### src/rtl/uart_tx_ctrl_if.sv
// Handshake and line-select bundle between the host data source, the UART TX
// controller and the downstream TX output mux.
`timescale 1ns/1ps

interface uart_tx_ctrl_if #(
    parameter int unsigned DATA_WIDTH = 8
) ();

    logic [DATA_WIDTH-1:0] p_data;
    logic                  data_valid;
    logic                  par_en;
    logic                  par_typ;
    logic [1:0]            mux_sel;
    logic                  ser_data;
    logic                  par_bit;
    logic                  busy;
    logic                  frame_done;

    // Host side: offers a byte and framing config, watches progress.
    modport master (
        output p_data,
        output data_valid,
        output par_en,
        output par_typ,
        input  mux_sel,
        input  ser_data,
        input  par_bit,
        input  busy,
        input  frame_done
    );

    // Controller side.
    modport slave (
        input  p_data,
        input  data_valid,
        input  par_en,
        input  par_typ,
        output mux_sel,
        output ser_data,
        output par_bit,
        output busy,
        output frame_done
    );

endinterface

### src/rtl/uart_tx_ctrl.sv
// UART transmit controller: accepts a byte on a valid/busy handshake and walks
// the 4:1 line-select mux through start, data, optional parity and stop bits,
// one bit period each. Supplies the serial data bit and parity bit to the mux.
// Every output comes straight from a flop.
`timescale 1ns/1ps

module uart_tx_ctrl #(
    parameter int unsigned DATA_WIDTH   = 8,
    parameter int unsigned CLKS_PER_BIT = 16
) (
    input  logic          clk,
    input  logic          rst,
    uart_tx_ctrl_if.slave bus
);

    localparam int unsigned IdxW  = (DATA_WIDTH > 1) ? $clog2(DATA_WIDTH) : 1;
    localparam int unsigned BaudW = (CLKS_PER_BIT > 1) ? $clog2(CLKS_PER_BIT) : 1;

    localparam logic [IdxW-1:0]  IdxLast  = IdxW'(DATA_WIDTH - 1);
    localparam logic [BaudW-1:0] BaudLast = BaudW'(CLKS_PER_BIT - 1);

    // Line-select codes understood by the downstream mux.
    localparam logic [1:0] SelStart  = 2'd0;
    localparam logic [1:0] SelData   = 2'd1;
    localparam logic [1:0] SelParity = 2'd2;
    localparam logic [1:0] SelStop   = 2'd3;

    typedef enum logic [2:0] {
        StIdle,
        StStart,
        StData,
        StParity,
        StStop
    } state_e;

    state_e                state_q, state_d;
    logic [BaudW-1:0]      baud_q, baud_d;
    logic [IdxW-1:0]       idx_q, idx_d;
    logic [DATA_WIDTH-1:0] data_q, data_d;
    logic                  par_en_q, par_en_d;
    logic [1:0]            mux_sel_q, mux_sel_d;
    logic                  ser_data_q, ser_data_d;
    logic                  par_bit_q, par_bit_d;
    logic                  busy_q, busy_d;
    logic                  frame_done_q, frame_done_d;

    logic                  baud_tc;
    logic [BaudW-1:0]      baud_inc;
    logic [IdxW-1:0]       idx_inc;

    assign baud_tc  = (baud_q == BaudLast);
    assign baud_inc = baud_q + BaudW'(1);
    assign idx_inc  = idx_q + IdxW'(1);

    // State and output registers; reset abandons any frame in flight.
    always_ff @(posedge clk or posedge rst) begin
        if (rst) begin
            state_q      <= StIdle;
            baud_q       <= '0;
            idx_q        <= '0;
            data_q       <= '0;
            par_en_q     <= 1'b0;
            mux_sel_q    <= SelStop;
            ser_data_q   <= 1'b0;
            par_bit_q    <= 1'b0;
            busy_q       <= 1'b0;
            frame_done_q <= 1'b0;
        end else begin
            state_q      <= state_d;
            baud_q       <= baud_d;
            idx_q        <= idx_d;
            data_q       <= data_d;
            par_en_q     <= par_en_d;
            mux_sel_q    <= mux_sel_d;
            ser_data_q   <= ser_data_d;
            par_bit_q    <= par_bit_d;
            busy_q       <= busy_d;
            frame_done_q <= frame_done_d;
        end
    end

    // Next-state and next-output decode; outputs are computed one edge early so
    // they change together with the state they describe.
    always_comb begin
        state_d      = state_q;
        baud_d       = baud_q;
        idx_d        = idx_q;
        data_d       = data_q;
        par_en_d     = par_en_q;
        mux_sel_d    = mux_sel_q;
        ser_data_d   = ser_data_q;
        par_bit_d    = par_bit_q;
        busy_d       = busy_q;
        frame_done_d = 1'b0;

        // The baud counter only runs inside a frame and wraps explicitly.
        if (state_q != StIdle) begin
            baud_d = baud_tc ? '0 : baud_inc;
        end

        unique case (state_q)
            StIdle: begin
                baud_d    = '0;
                idx_d     = '0;
                mux_sel_d = SelStop;
                busy_d    = 1'b0;
                if (bus.data_valid) begin
                    // Snapshot payload and config; later changes cannot reach the frame.
                    data_d     = bus.p_data;
                    par_en_d   = bus.par_en;
                    par_bit_d  = (^bus.p_data) ^ bus.par_typ;
                    ser_data_d = bus.p_data[0];
                    mux_sel_d  = SelStart;
                    busy_d     = 1'b1;
                    state_d    = StStart;
                end
            end

            StStart: begin
                if (baud_tc) begin
                    mux_sel_d = SelData;
                    state_d   = StData;
                end
            end

            StData: begin
                if (baud_tc) begin
                    if (idx_q == IdxLast) begin
                        // ser_data keeps the last bit; it is unused past DATA.
                        idx_d = '0;
                        if (par_en_q) begin
                            mux_sel_d = SelParity;
                            state_d   = StParity;
                        end else begin
                            mux_sel_d = SelStop;
                            state_d   = StStop;
                        end
                    end else begin
                        idx_d      = idx_inc;
                        ser_data_d = data_q[idx_inc];
                    end
                end
            end

            StParity: begin
                if (baud_tc) begin
                    mux_sel_d = SelStop;
                    state_d   = StStop;
                end
            end

            StStop: begin
                if (baud_tc) begin
                    mux_sel_d    = SelStop;
                    busy_d       = 1'b0;
                    frame_done_d = 1'b1;
                    state_d      = StIdle;
                end
            end

            default: begin
                baud_d    = '0;
                idx_d     = '0;
                mux_sel_d = SelStop;
                busy_d    = 1'b0;
                state_d   = StIdle;
            end
        endcase
    end

    assign bus.mux_sel    = mux_sel_q;
    assign bus.ser_data   = ser_data_q;
    assign bus.par_bit    = par_bit_q;
    assign bus.busy       = busy_q;
    assign bus.frame_done = frame_done_q;

endmodule

### src/flat_wrapper.sv
// flat-port wrapper written by rule: the top's interface ports become plain ports
module uart_tx_ctrl_flat 
#(
    parameter int unsigned DATA_WIDTH   = 8,
    parameter int unsigned CLKS_PER_BIT = 16
)
  (clk, rst, bus_p_data, bus_data_valid, bus_par_en, bus_par_typ, bus_mux_sel, bus_ser_data, bus_par_bit, bus_busy, bus_frame_done);
  uart_tx_ctrl_if #(.DATA_WIDTH(DATA_WIDTH)) bus_i ();
  input  logic clk;
  input  logic rst;
  input wire logic [$bits(bus_i.p_data)-1:0] bus_p_data;
  input wire logic [$bits(bus_i.data_valid)-1:0] bus_data_valid;
  input wire logic [$bits(bus_i.par_en)-1:0] bus_par_en;
  input wire logic [$bits(bus_i.par_typ)-1:0] bus_par_typ;
  output wire logic [$bits(bus_i.mux_sel)-1:0] bus_mux_sel;
  output wire logic [$bits(bus_i.ser_data)-1:0] bus_ser_data;
  output wire logic [$bits(bus_i.par_bit)-1:0] bus_par_bit;
  output wire logic [$bits(bus_i.busy)-1:0] bus_busy;
  output wire logic [$bits(bus_i.frame_done)-1:0] bus_frame_done;
  assign bus_i.p_data = bus_p_data;
  assign bus_i.data_valid = bus_data_valid;
  assign bus_i.par_en = bus_par_en;
  assign bus_i.par_typ = bus_par_typ;
  assign bus_mux_sel = bus_i.mux_sel;
  assign bus_ser_data = bus_i.ser_data;
  assign bus_par_bit = bus_i.par_bit;
  assign bus_busy = bus_i.busy;
  assign bus_frame_done = bus_i.frame_done;
  uart_tx_ctrl #(.DATA_WIDTH(DATA_WIDTH), .CLKS_PER_BIT(CLKS_PER_BIT)) u_core (.clk(clk), .rst(rst), .bus(bus_i));
endmodule
### config.mk
export PLATFORM = sky130hd
export DESIGN_NAME = uart_tx_ctrl_flat
export DESIGN_NICKNAME = d
export VERILOG_FILES = /design/src/rtl/uart_tx_ctrl_if.sv /design/src/rtl/uart_tx_ctrl.sv /design/src/flat_wrapper.sv
export SDC_FILE = /design/constraint.sdc
export NUM_CORES = 1
export LEC_CHECK = 0
export BUFFER_PORTS_ARGS = -buffer_cell sky130_fd_sc_hd__buf_2
export CORE_MARGIN = 2
export CORE_UTILIZATION = 35
export DETAILED_ROUTE_END_ITERATION = 10
export SETUP_SLACK_MARGIN = 0.15
export SLEW_MARGIN = 0
export SYNTH_ARGS = -nofsm -noshare
export SYNTH_HDL_FRONTEND = slang
export SYNTH_SLANG_ARGS = --single-unit
### constraint.sdc
create_clock -name clk -period 2 [get_ports clk]
set_input_delay 0.2 -clock clk [delete_from_list [all_inputs] [get_ports clk]]
set_output_delay 0.2 -clock clk [all_outputs]
set_load 0.01 [all_outputs]
==> results of run 1 <==
what timing repair did:
action / in CTS / in global routing
hold endpoints to repair: 23 / 0
setup endpoints to repair: 1 / 1
pin swaps: 0 / 2
gates resized for setup: 1 / 0
hold buffers: 1 / 0
setup buffers: 0 / 1
worst paths after layout:
check,startpoint,end,slack (ns),cells past startpoint
min in group asynchronous,rst,u_core.baud_q[1]$_DFFE_PP0P_,0.52,4
max reg2reg,u_core.idx_q[1]$_DFFE_PP0P_,u_core.bus.ser_data$_DFFE_PP0P_,0.22,5
min reg2reg,u_core.baud_q[0]$_DFFE_PP0P_,u_core.baud_q[0]$_DFFE_PP0P_,0.46,1
max in group asynchronous,rst,u_core.bus.mux_sel[0]$_DFFE_PP1P_,1.19,4
max,u_core.idx_q[1]$_DFFE_PP0P_,u_core.bus.ser_data$_DFFE_PP0P_,0.22,5
min,bus_par_en,u_core.par_en_q$_DFFE_PP0P_,0.16,2
metrics by stage:
step / util (%) / instances
6_report: 42.9 / 184
5_1_grt: 42.9 / 184
4_1_cts: 42.6 / 183
3_5_place_dp: 40.8 / 178
3_3_place_gp: 40.8 / 178
2_1_floorplan: - / 111
routing by layer:
metal	vias up	GRT usage, %	share of wire (%)
met4	0	4.79	1.5
met3	5	2.43	3.3
met5	-	0	0
met2	21	23.5	50
li1	442	-	-
met1	440	17.2	45
state kept, by name, indices dropped and copies added (netlist names):
signal and flops:
u_core.data_q 8, u_core.baud_q 4, u_core.idx_q 3, u_core.state_q 3, u_core.bus.mux_sel 2, u_core.bus.busy 1, u_core.bus.frame_done 1, u_core.bus.par_bit 1
u_core.bus.ser_data 1, u_core.par_en_q 1
kinds of logic after synthesis:
group           count (synthesis)  synth area share, %
compound gates                 19                 10.2
xor+xnor                       10                 7.80
buf+inv                         8                 2.89
simple gates                   29                 11.4
flops                          25                 48.4
mux                            17                 16.5
fa+ha+maj                       3                 2.89
power breakdown:
group / total [mW] / leakage, nW / internal (mW) / switching [mW]
logic: 0.0921 / 0.354 / 0.0534 / 0.0387
clock network: 0.299 / 0.0228 / 0.143 / 0.156
registers: 0.530 / 0.311 / 0.521 / 0.00902
cells in the mapped netlist, types with 3 or more instances:
cell type	number	share of area, %
xor2_1	3	2.0
dfrtp_1	23	44
nand2_1	5	1.4
inv_1	4	1.2
mux2_2	10	8.7
a21oi_1	5	1.9
buf_2	3	1.2
o2bb2ai_1	3	2.0
o21ai_0	3	1.2
nand3_1	3	1.2
xnor2_1	6	4.0
mux2i_1	3	2.3
nor2_1	10	2.9
ha_1	3	2.9
area by class of cell:
cell class	count	area, um^2	share of cell area, %
multi-input combinational	78	652	42.2
sequential	25	628	40.6
timing repair buffer	25	145	9.39
tap	48	60.1	3.89
clock buffer	4	45.0	2.91
inverter	4	15.0	0.972
==> summary.md, run 1 <==
| Metric | Value |
|---|---|
| Leak pwr | 0.688 nW |
| Clock Latency Late Sink | 0.27 ns |
| Antenna violations before repair | 0 |
| Setup TNS | 0 ns |
| Syn Std Cell Area | between 1000 and 1500 um^2 |
| Die Span X | 64.9 um |
| CTS root buf | clkbuf_8 |
| Clock slew at reported path FFs | 0.09 ns |
| Largest net degree at the start of global routing | 26 |
| FFs w/ async S/R, synth | 100% |
| CP Max Fanout | 3 |
| Total vias in the final route | 908 |
| Most frequent cells in the layout | dfrtp_1 (23), buf_2 (18), mux2_2 (10), nor2_1 (10) |
| RSZ-0062 raised after global routing | yes |
| Final hold viol count | 0 |
| Mapped Cells | 111 |
| Mean post-synth cell area | roughly 12 um^2 |
| Synth Flop Type | dfrtp_1 |
| Synth warnings | 0 |
| Worst clock skew | between 0.004 and 0.005 ns |
| Pre-CTS WS | between 0.1 and 0.15 ns |
| Buf/Inv on CP | 0 |
| First-pass GRT wire length | about 4.4 mm |
| Crit end category | flip-flop |
| Hold slack | 0.161 ns |
| Antenna cells | 0 |
| Number of synthesized flops with an enable pin | 0 |
| Post-DP HPWL | 1.84 mm |
| Core Rows | 22 |
| Max Freq | ~560 MHz |
| Max stage delay on crit path | 0.49 ns |
| Final Power | about 900 uW |
| Post-synthesis sequential area ratio | roughly 48% |
| Slew headroom | roughly two thirds |
| Post-DRT Antenna Nets | 0 |
| Worst slew pin tran | about 0.50 ns |
| Syn Nets | 127 |
| Design Area, Final | about 1500 um^2 |
| Final setup fails | 0 |
| Max Cap Viol | 0 |
| GRT overflow | 0 |
| Initial Utilization | roughly 36% |
| Slew Viols, Final | 0 |
| Worst setup margin | between 0.2 and 0.25 ns |
| Port Buffers | 18 |
| Drt first-iter violations | 24 |
| CTS max path bufs | 2 |
| Full die area | 4210 um^2 |
| First-pass iteration count of the detailed router | 4 |
| Outcome | finished, final reports clean |
| Core footprint | about 3600 um^2 |
| Final Wtd Congestion | approximately 0.8 |
| Final Cycle Share | 89.0% |
| Nets | between 150 and 200 |
| Share of layout cells above drive strength 1 | about a third |
| PwrDens | 596 nW/um^2 |
| Crit-path slowest cell | mux4_2 |
| Final wirelength | around 2.5 mm |
| Clock Sinks | 25 |
| CTS tree | built |
| Worst min path class | input pin to flip-flop |
| Area post-placement | approximately 1500 um^2 |
| Synth-to-layout area growth | 19.0% |
| Arrival time of the worst setup path | between 1.5 and 2 ns |
| Tmin final | about 1.8 ns |
| Most common cell after layout, fill and taps aside | dfrtp_1 |
| Routed WL per cell | about 13 um |
| Worst endpoint required time | roughly 2.2 ns |
| GRT Util Overall | 13.7% |
| IO Count | 19 |
| Peak VDD IR | 0.314 mV |
| DRC errors left | 0 |
| Critical path class | flip-flop to flip-flop |
| Synth cell types | 36 |
| Die H | about 65 um |
| Cell class contributing the biggest share of worst-path delay | multiplexers |
| Cts bufs inserted | 3 |
| DR vias/cell | just under 5 |
| Crit path cell chain | ha_4 > mux4_2 > mux2i_1 > a21oi_1 > mux2_4 |
| Crit path launch type | flip-flop |
| Synthesized flop and latch total | 25 |
| # fillers | 330 |
| Vias in the first global route | approximately 950 |
| H-tree Lvls | 1 |
Note: power is estimated with default switching activity, not from simulation.
==> run 2: changes to the inputs <==
--- a/config.mk
+++ b/config.mk
@@ -8,6 +8,7 @@
 export BUFFER_PORTS_ARGS = -buffer_cell sky130_fd_sc_hd__buf_2
 export CORE_MARGIN = 2
 export CORE_UTILIZATION = 35
+export CTS_BUF_LIST = sky130_fd_sc_hd__clkbuf_16
 export DETAILED_ROUTE_END_ITERATION = 10
 export SETUP_SLACK_MARGIN = 0.15
 export SLEW_MARGIN = 0
==> constraint.sdc (replaced) <==
create_clock -name clk -period 1.9 [get_ports clk]
set_input_delay 0.19 -clock clk [delete_from_list [all_inputs] [get_ports clk]]
set_output_delay 0.19 -clock clk [all_outputs]
set_load 0.01 [all_outputs]
==> run 2 against run 1 <==
Core utilization increased by 1.4 points. Critical path type unchanged. Critical endpoint unchanged. Clock power grew 55%. Clock skew decreased by 0.0013 ns. Sequential power increased by 5.1%. Sequential cell count did not move. Maximum frequency grew 0.11%.
==> summary.md, run 2 (same netlist as run 1, synthesis figures left out) <==
| Metric | Value |
|---|---|
| Pre-CTS WS | 0.110 ns (was 0.139 ns) |
| Clk pwr share | 41.4% (was 32.5%) |
| Arrival time of the worst setup path | 1.92 ns (was 1.94 ns) |
| Post-DRT Antenna Nets | 0 (unchanged) |
| Worst slew pin tran | 0.484 ns (was 0.495 ns) |
| Most common cell after layout, fill and taps aside | dfrtp_1 (unchanged) |
| Full die area | 4210 um^2 (unchanged) |
| Largest net degree at the start of global routing | 16 (was 26) |
| Outcome | finished, final reports clean (unchanged) |
| GRT Util Overall | 13.4% (was 13.7%) |
| Crit-path slowest cell | mux4_2 (unchanged) |
| GRT overflow | 0 (unchanged) |
| Tmin final | 1.78 ns (about the same) |
| Worst clock skew | 0.00288 ns (was 0.00417 ns) |
| Drt first-iter violations | 23 (was 24) |
| Max Freq | 562 MHz (about the same) |
| DR vias/cell | 5.03 (was 4.93) |
| PwrDens | 702 nW/um^2 (was 596 nW/um^2) |
| Clock Latency Late Sink | 0.26 ns (was 0.27 ns) |
| Die H | 64.9 um (unchanged) |
| Peak VDD IR | 0.324 mV (was 0.314 mV) |
| Max reg flops | 8 (unchanged) |
| Slew Viols, Final | 0 (unchanged) |
| Max Cap Viol | 0 (unchanged) |
| Routed WL per cell | 13.3 um (was 13.5 um) |
| CTS tree | built (unchanged) |
| Internal power | 888 uW (was 717 uW) |
| Most frequent cells in the layout | dfrtp_1 (22), buf_2 (18), mux2_2 (10), nor2_1 (10), buf_4 (8) (was dfrtp_1 (23), buf_2 (18), mux2_2 (10), nor2_1 (10)) |
| Synth-to-layout area growth | 22.8% (was 19.0%) |
| Antenna violations before repair | 0 (unchanged) |
| Crit path launch type | flip-flop (unchanged) |
| Multi-input logic area | 652 um^2 (unchanged) |
| Final Cycle Share | 93.6% (was 89.0%) |
| CTS max path bufs | 2 (unchanged) |
| Port Buffers | 18 (unchanged) |
| Nets | 155 (was 153) |
| Vias in the first global route | 959 (was 948) |
| IO Count | 19 (unchanged) |
| Hold_sp | bus_par_en (unchanged) |
| Share of layout cells above drive strength 1 | 35.5% (was 33.8%) |
| Top flop regs | u_core.data_q (8), u_core.baud_q (4) (unchanged) |
| Slew headroom | 67.8% (was 67.0%) |
| Final setup fails | 0 (unchanged) |
| Initial Utilization | 36.0% (unchanged) |
| Largest reg by FF count | u_core.data_q (unchanged) |
| Total net switching power | 232 uW (was 204 uW) |
| Antenna cells | 0 (unchanged) |
| Setup TNS | 0 ns (unchanged) |
| Cts bufs inserted | 3 (unchanged) |
| Post-DP HPWL | 1.91 mm (was 1.84 mm) |
| First-pass iteration count of the detailed router | 4 (unchanged) |
| Net Sw Frac | 20.7% (was 22.2%) |
| Total vias in the final route | 936 (was 908) |
| First-pass GRT wire length | 4.34 mm (was 4.40 mm) |
| Max stage delay on crit path | 0.49 ns (about the same) |
| Final Power | 1.12 mW (was 920 uW) |
| Seq pwr share | 49.8% (was 57.5%) |
| H-tree Lvls | 1 (unchanged) |
| Clock slew at reported path FFs | 0.06 ns (was 0.09 ns) |
| Combinational share of power | 8.8% (was 10.0%) |
| Leak pwr | 0.715 nW (was 0.688 nW) |
| Core Rows | 22 (unchanged) |
| Core footprint | 3610 um^2 (unchanged) |
| RSZ-0062 raised after global routing | yes (unchanged) |
| Worst min path class | input pin to flip-flop (unchanged) |
| Crit path from | u_core.idx_q[0]$_DFFE_PP0P_ (was u_core.idx_q[1]$_DFFE_PP0P_) |
| # fillers | 336 (was 330) |
| Final wirelength | 2.47 mm (was 2.48 mm) |
| Critical path class | flip-flop to flip-flop (unchanged) |
| DRC errors left | 0 (unchanged) |
| CP Max Fanout | 2 (was 3) |
| Final Wtd Congestion | 0.768 (was 0.797) |
| CTS root buf | clkbuf_16 (was clkbuf_8) |
| Final hold viol count | 0 (unchanged) |
| Worst setup margin | 0.122 ns (was 0.220 ns) |
| Crit end category | flip-flop (unchanged) |
| Crit path cell chain | ha_4 > mux4_2 > mux2i_1 > a21oi_1 > mux2_4 (unchanged) |
| R2r startpoint | u_core.idx_q[0]$_DFFE_PP0P_ (was u_core.idx_q[1]$_DFFE_PP0P_) |
| Worst endpoint required time | 2.05 ns (was 2.16 ns) |
| Die Span X | 64.9 um (unchanged) |
| Storage cell area | 629 um^2 (was 628 um^2) |
| Clock Sinks | 25 (unchanged) |
-- run 2: metal layers --
layer	track usage [%]	wire, um
met1	16.6	1090
met2	22.6	1240
met3	2.95	93
met4	5.32	39
met5	0	0
-- run 2: power by group through the flow --
stage          clock [mW]  sequential, mW  combinational (mW)
4_1_cts             0.477           0.558               0.102
2_1_floorplan           0           0.568              0.0603
6_report            0.464           0.557              0.0985
3_3_place_gp            0           0.567              0.0969
3_5_place_dp            0           0.568              0.0993
5_1_grt             0.501           0.560               0.108
-- run 2: worst paths after layout --
kind                                                      to  slack [ns]  depth (start not counted)
min in group asynchronous       u_core.baud_q[1]$_DFFE_PP0P_        0.47                          4
setup reg to reg             u_core.bus.ser_data$_DFFE_PP0P_        0.12                          5
max in group asynchronous  u_core.bus.mux_sel[0]$_DFFE_PP1P_        1.16                          4
hold reg to reg                 u_core.baud_q[0]$_DFFE_PP0P_        0.48                          1
setup / recovery             u_core.bus.ser_data$_DFFE_PP0P_        0.12                          5
hold / removal                   u_core.par_en_q$_DFFE_PP0P_        0.16                          2
-- run 2: layout make-up --
cell class / count / share of cell area [%]
clock buffers: 3 / 4.71
clock inverters: 1 / 0.235
inverters: 4 / 0.941
multi-input cells: 78 / 40.9
flip-flops and latches: 25 / 39.5
well taps: 48 / 3.76
repair buffers: 27 / 10.0
-- run 2: critical path: cells and delay by family (launching register included) --
family / cells / cell delay [ns]
AOI/OAI and AO/OA: 1 / 0.08
adders and majority gates: 1 / 0.27
DFF: 1 / 0.42
muxes: 3 / 0.89
-- run 2: what timing repair did --
action | 4_1_cts | 5_1_grt
buffers inserted | 2 | 0
hold buffers | 1 | 0
endpoints found under the hold margin | 23 | 0
resized for setup | 0 | 0
setup endpoints to repair | 1 | 1
pin swaps | 1 | 0
gates cloned | 0 | 0
-- run 2: metrics by stage --
| stage | cells | hold WS [ns] | util, % | cell area [um^2] |
|---|---|---|---|---|
| finish | 186 | 0.163 | 44.2 | 1600 |
| global route | 186 | 0.180 | 44.2 | 1600 |
| CTS | 186 | 0.163 | 44.2 | 1600 |
| detailed placement | 179 | 0.210 | 41.4 | 1490 |
| global placement | 179 | 0.209 | 41.4 | 1490 |
| floorplan | 111 | 0.216 | - | 1310 |
==> run 3: changes to the inputs <==
--- a/config.mk
+++ b/config.mk
@@ -7,9 +7,10 @@
 export LEC_CHECK = 0
 export BUFFER_PORTS_ARGS = -buffer_cell sky130_fd_sc_hd__buf_2
 export CORE_MARGIN = 2
-export CORE_UTILIZATION = 35
+export CORE_UTILIZATION = 55
 export CTS_BUF_LIST = sky130_fd_sc_hd__clkbuf_16
 export DETAILED_ROUTE_END_ITERATION = 10
+export PLACE_DENSITY = 0.77
 export SETUP_SLACK_MARGIN = 0.15
 export SLEW_MARGIN = 0
 export SYNTH_ARGS = -nofsm -noshare
==> run 3 against run 2 <==
The flow now finishes with violations (negative hold slack). Sequential power hardly changed. Combinational power is 1% lower. Final cell count decreased by 12%. Routed wire length up 2.0%. Via count is 1.9% lower. Final area down 2.7%. First-iteration DRC count decreased by 57%. Clock skew is essentially flat. Sequential share of layout area grew 1.1 points.
==> summary.md, run 3 (same netlist as run 1, synthesis figures left out) <==
| Metric | Value |
|---|---|
| Worst slew pin tran | 0.572 ns (was 0.484 ns) |
| Die H | 52.6 um (was 64.9 um) |
| CTS root buf | clkbuf_16 (unchanged) |
| Clock slew at reported path FFs | 0.06 ns (about the same) |
| H-tree Lvls | 1 (unchanged) |
| # fillers | 179 (was 336) |
| First-pass GRT wire length | 4.40 mm (was 4.34 mm) |
| Total vias in the final route | 918 (was 936) |
| Post-CTS sizing | 0 (unchanged) |
| Leak pwr | 0.706 nW (was 0.715 nW) |
| Crit path launch type | flip-flop (unchanged) |
| First-pass iteration count of the detailed router | 4 (unchanged) |
| Peak VDD IR | 0.476 mV (was 0.324 mV) |
| Final wirelength | 2.52 mm (was 2.47 mm) |
| Core footprint | 2210 um^2 (was 3610 um^2) |
| Cell class contributing the biggest share of worst-path delay | multiplexers (unchanged) |
| DRC errors left | 0 (unchanged) |
| PwrDens | 715 nW/um^2 (was 702 nW/um^2) |
| Non-Filler Instances | 164 (was 186) |
| Arrival time of the worst setup path | 1.94 ns (was 1.92 ns) |
| Port Buffers | 18 (unchanged) |
| CP Max Fanout | 2 (unchanged) |
| Post-DP HPWL | 1.80 mm (was 1.91 mm) |
| Die Span X | 52.6 um (was 64.9 um) |
| RSZ-0062 raised after global routing | yes (unchanged) |
| Post-DRT Antenna Nets | 0 (unchanged) |
| Largest net degree at the start of global routing | 17 (was 16) |
| CTS tree | built (unchanged) |
| Final Wtd Congestion | 0.793 (was 0.768) |
| Worst min path class | input pin to async pin (was input pin to flip-flop) |
| Share of layout cells above drive strength 1 | 35.3% (was 35.5%) |
| Largest reg by FF count | u_core.data_q (unchanged) |
| Full die area | 2770 um^2 (was 4210 um^2) |
| Nets | 153 (was 155) |
| Slew headroom | 61.8% (was 67.8%) |
| Top flop regs | u_core.data_q (8), u_core.baud_q (4) (unchanged) |
| Most common cell after layout, fill and taps aside | dfrtp_1 (unchanged) |
| Clock Sinks | 25 (unchanged) |
| Antenna violations before repair | 0 (unchanged) |
| Slew Viols, Final | 0 (unchanged) |
| Core Rows | 17 (was 22) |
| Max Cap Viol | 0 (unchanged) |
| Placed cells | 158 (was 179) |
| Outcome | complete, but fails checks (was finished, final reports clean) |
| GRT Util Overall | 21.9% (was 13.4%) |
| Hold slack | -0.0175 ns (was 0.163 ns) |
| Final Cycle Share | 94.5% (was 93.6%) |
| Failing checks | negative hold slack |
| GRT overflow | 0 (unchanged) |
| Vias in the first global route | 940 (was 959) |
| Crit path cell chain | ha_4 > mux4_2 > mux2i_1 > a21oi_1 > mux2_4 (unchanged) |
| Setup TNS | 0 ns (unchanged) |
| Worst endpoint required time | 2.04 ns (was 2.05 ns) |
| Antenna cells | 0 (unchanged) |
| Most frequent cells in the layout | dfrtp_1 (22), buf_2 (18), mux2_2 (10), nor2_1 (10), buf_4 (7) (was dfrtp_1 (22), buf_2 (18), mux2_2 (10), nor2_1 (10), buf_4 (8)) |
| Routed WL per cell | 15.3 um (was 13.3 um) |
| Synth-to-layout area growth | 19.6% (was 22.8%) |
| Max reg flops | 8 (unchanged) |
| Final core utilization | 70.2% (was 44.2%) |
| Drt first-iter violations | 10 (was 23) |
| Worst clock skew | 0.00248 ns (was 0.00288 ns) |
| Max stage delay on crit path | 0.48 ns (was 0.49 ns) |
| Max Freq | 557 MHz (was 562 MHz) |
| IO Count | 19 (unchanged) |
| Final setup fails | 0 (unchanged) |
| Clock Latency Late Sink | 0.26 ns (about the same) |
| Cts bufs inserted | 3 (unchanged) |
| Final hold viol count | 13 (was 0) |
| Initial Utilization | 58.7% (was 36.0%) |
| Crit-path slowest cell | mux4_2 (unchanged) |
| Tmin final | 1.80 ns (was 1.78 ns) |
| Critical path class | flip-flop to flip-flop (unchanged) |
| CTS max path bufs | 2 (unchanged) |
| Crit end category | flip-flop (unchanged) |
| Buf/Inv on CP | 0 (unchanged) |
| DR vias/cell | 5.60 (was 5.03) |
-- run 3: cell types whose count changed in the layout (fill, tap and decap cells not counted) --
cell | before | now
dlygate4sd3_1 | 1 | 0
buf_4 | 8 | 7
-- run 3: final timing paths --
path	startpoint	endpoint	slack, ns	cells after the start
max	u_core.idx_q[0]$_DFFE_PP0P_	u_core.bus.ser_data$_DFFE_PP0P_	0.10	5
min	rst	u_core.data_q[7]$_DFFE_PP0P_	-0.02	2
max reg2reg	u_core.idx_q[0]$_DFFE_PP0P_	u_core.bus.ser_data$_DFFE_PP0P_	0.10	5
max in group asynchronous	rst	u_core.state_q[0]$_DFFE_PP0P_	1.36	3
min in group clk	bus_par_en	u_core.par_en_q$_DFFE_PP0P_	0.16	2
min reg2reg	u_core.baud_q[0]$_DFFE_PP0P_	u_core.baud_q[0]$_DFFE_PP0P_	0.47	1
-- run 3: stage by stage --
step / worst slack, ns / total power [mW] / area, um^2
after floorplan: 0.142 / 0.628 / 1310
after global placement: 0.136 / 0.661 / 1460
after detailed placement: 0.102 / 0.664 / 1460
after CTS: 0.111 / 1.12 / 1550
after global routing: 0.0496 / 1.15 / 1550
final: 0.104 / 1.11 / 1550
-- run 3: metal layers --
| layer | routed length (um) | track usage (%) |
|---|---|---|
| met3 | 63 | 1.71 |
| met1 | 1170 | 29.5 |
| met4 | 26 | 8.97 |
| met5 | 0 | 0 |
| met2 | 1260 | 36.5 |
-- run 3: power breakdown --
part,switching [mW],internal (mW),leakage [nW]
clock network,0.175,0.281,0.0423
logic,0.0426,0.0549,0.354
registers,0.00886,0.549,0.309
-- run 3: repair_timing --
action	in CTS	in global routing
setup buffers	2	0
endpoints found under the hold margin	0	0
hold buffers	0	0
endpoints found under the setup margin	1	1
pin swaps	1	0
-- run 3: cell type report --
type	instances	area, um^2	area share [%]
well taps	28	35.0	2.26
inverters	4	15.0	0.967
multi-input cells	78	652	42.0
clock inverters	1	3.75	0.242
flip-flops and latches	25	629	40.5
clock buffers	3	75.1	4.83
repair buffers	25	143	9.19
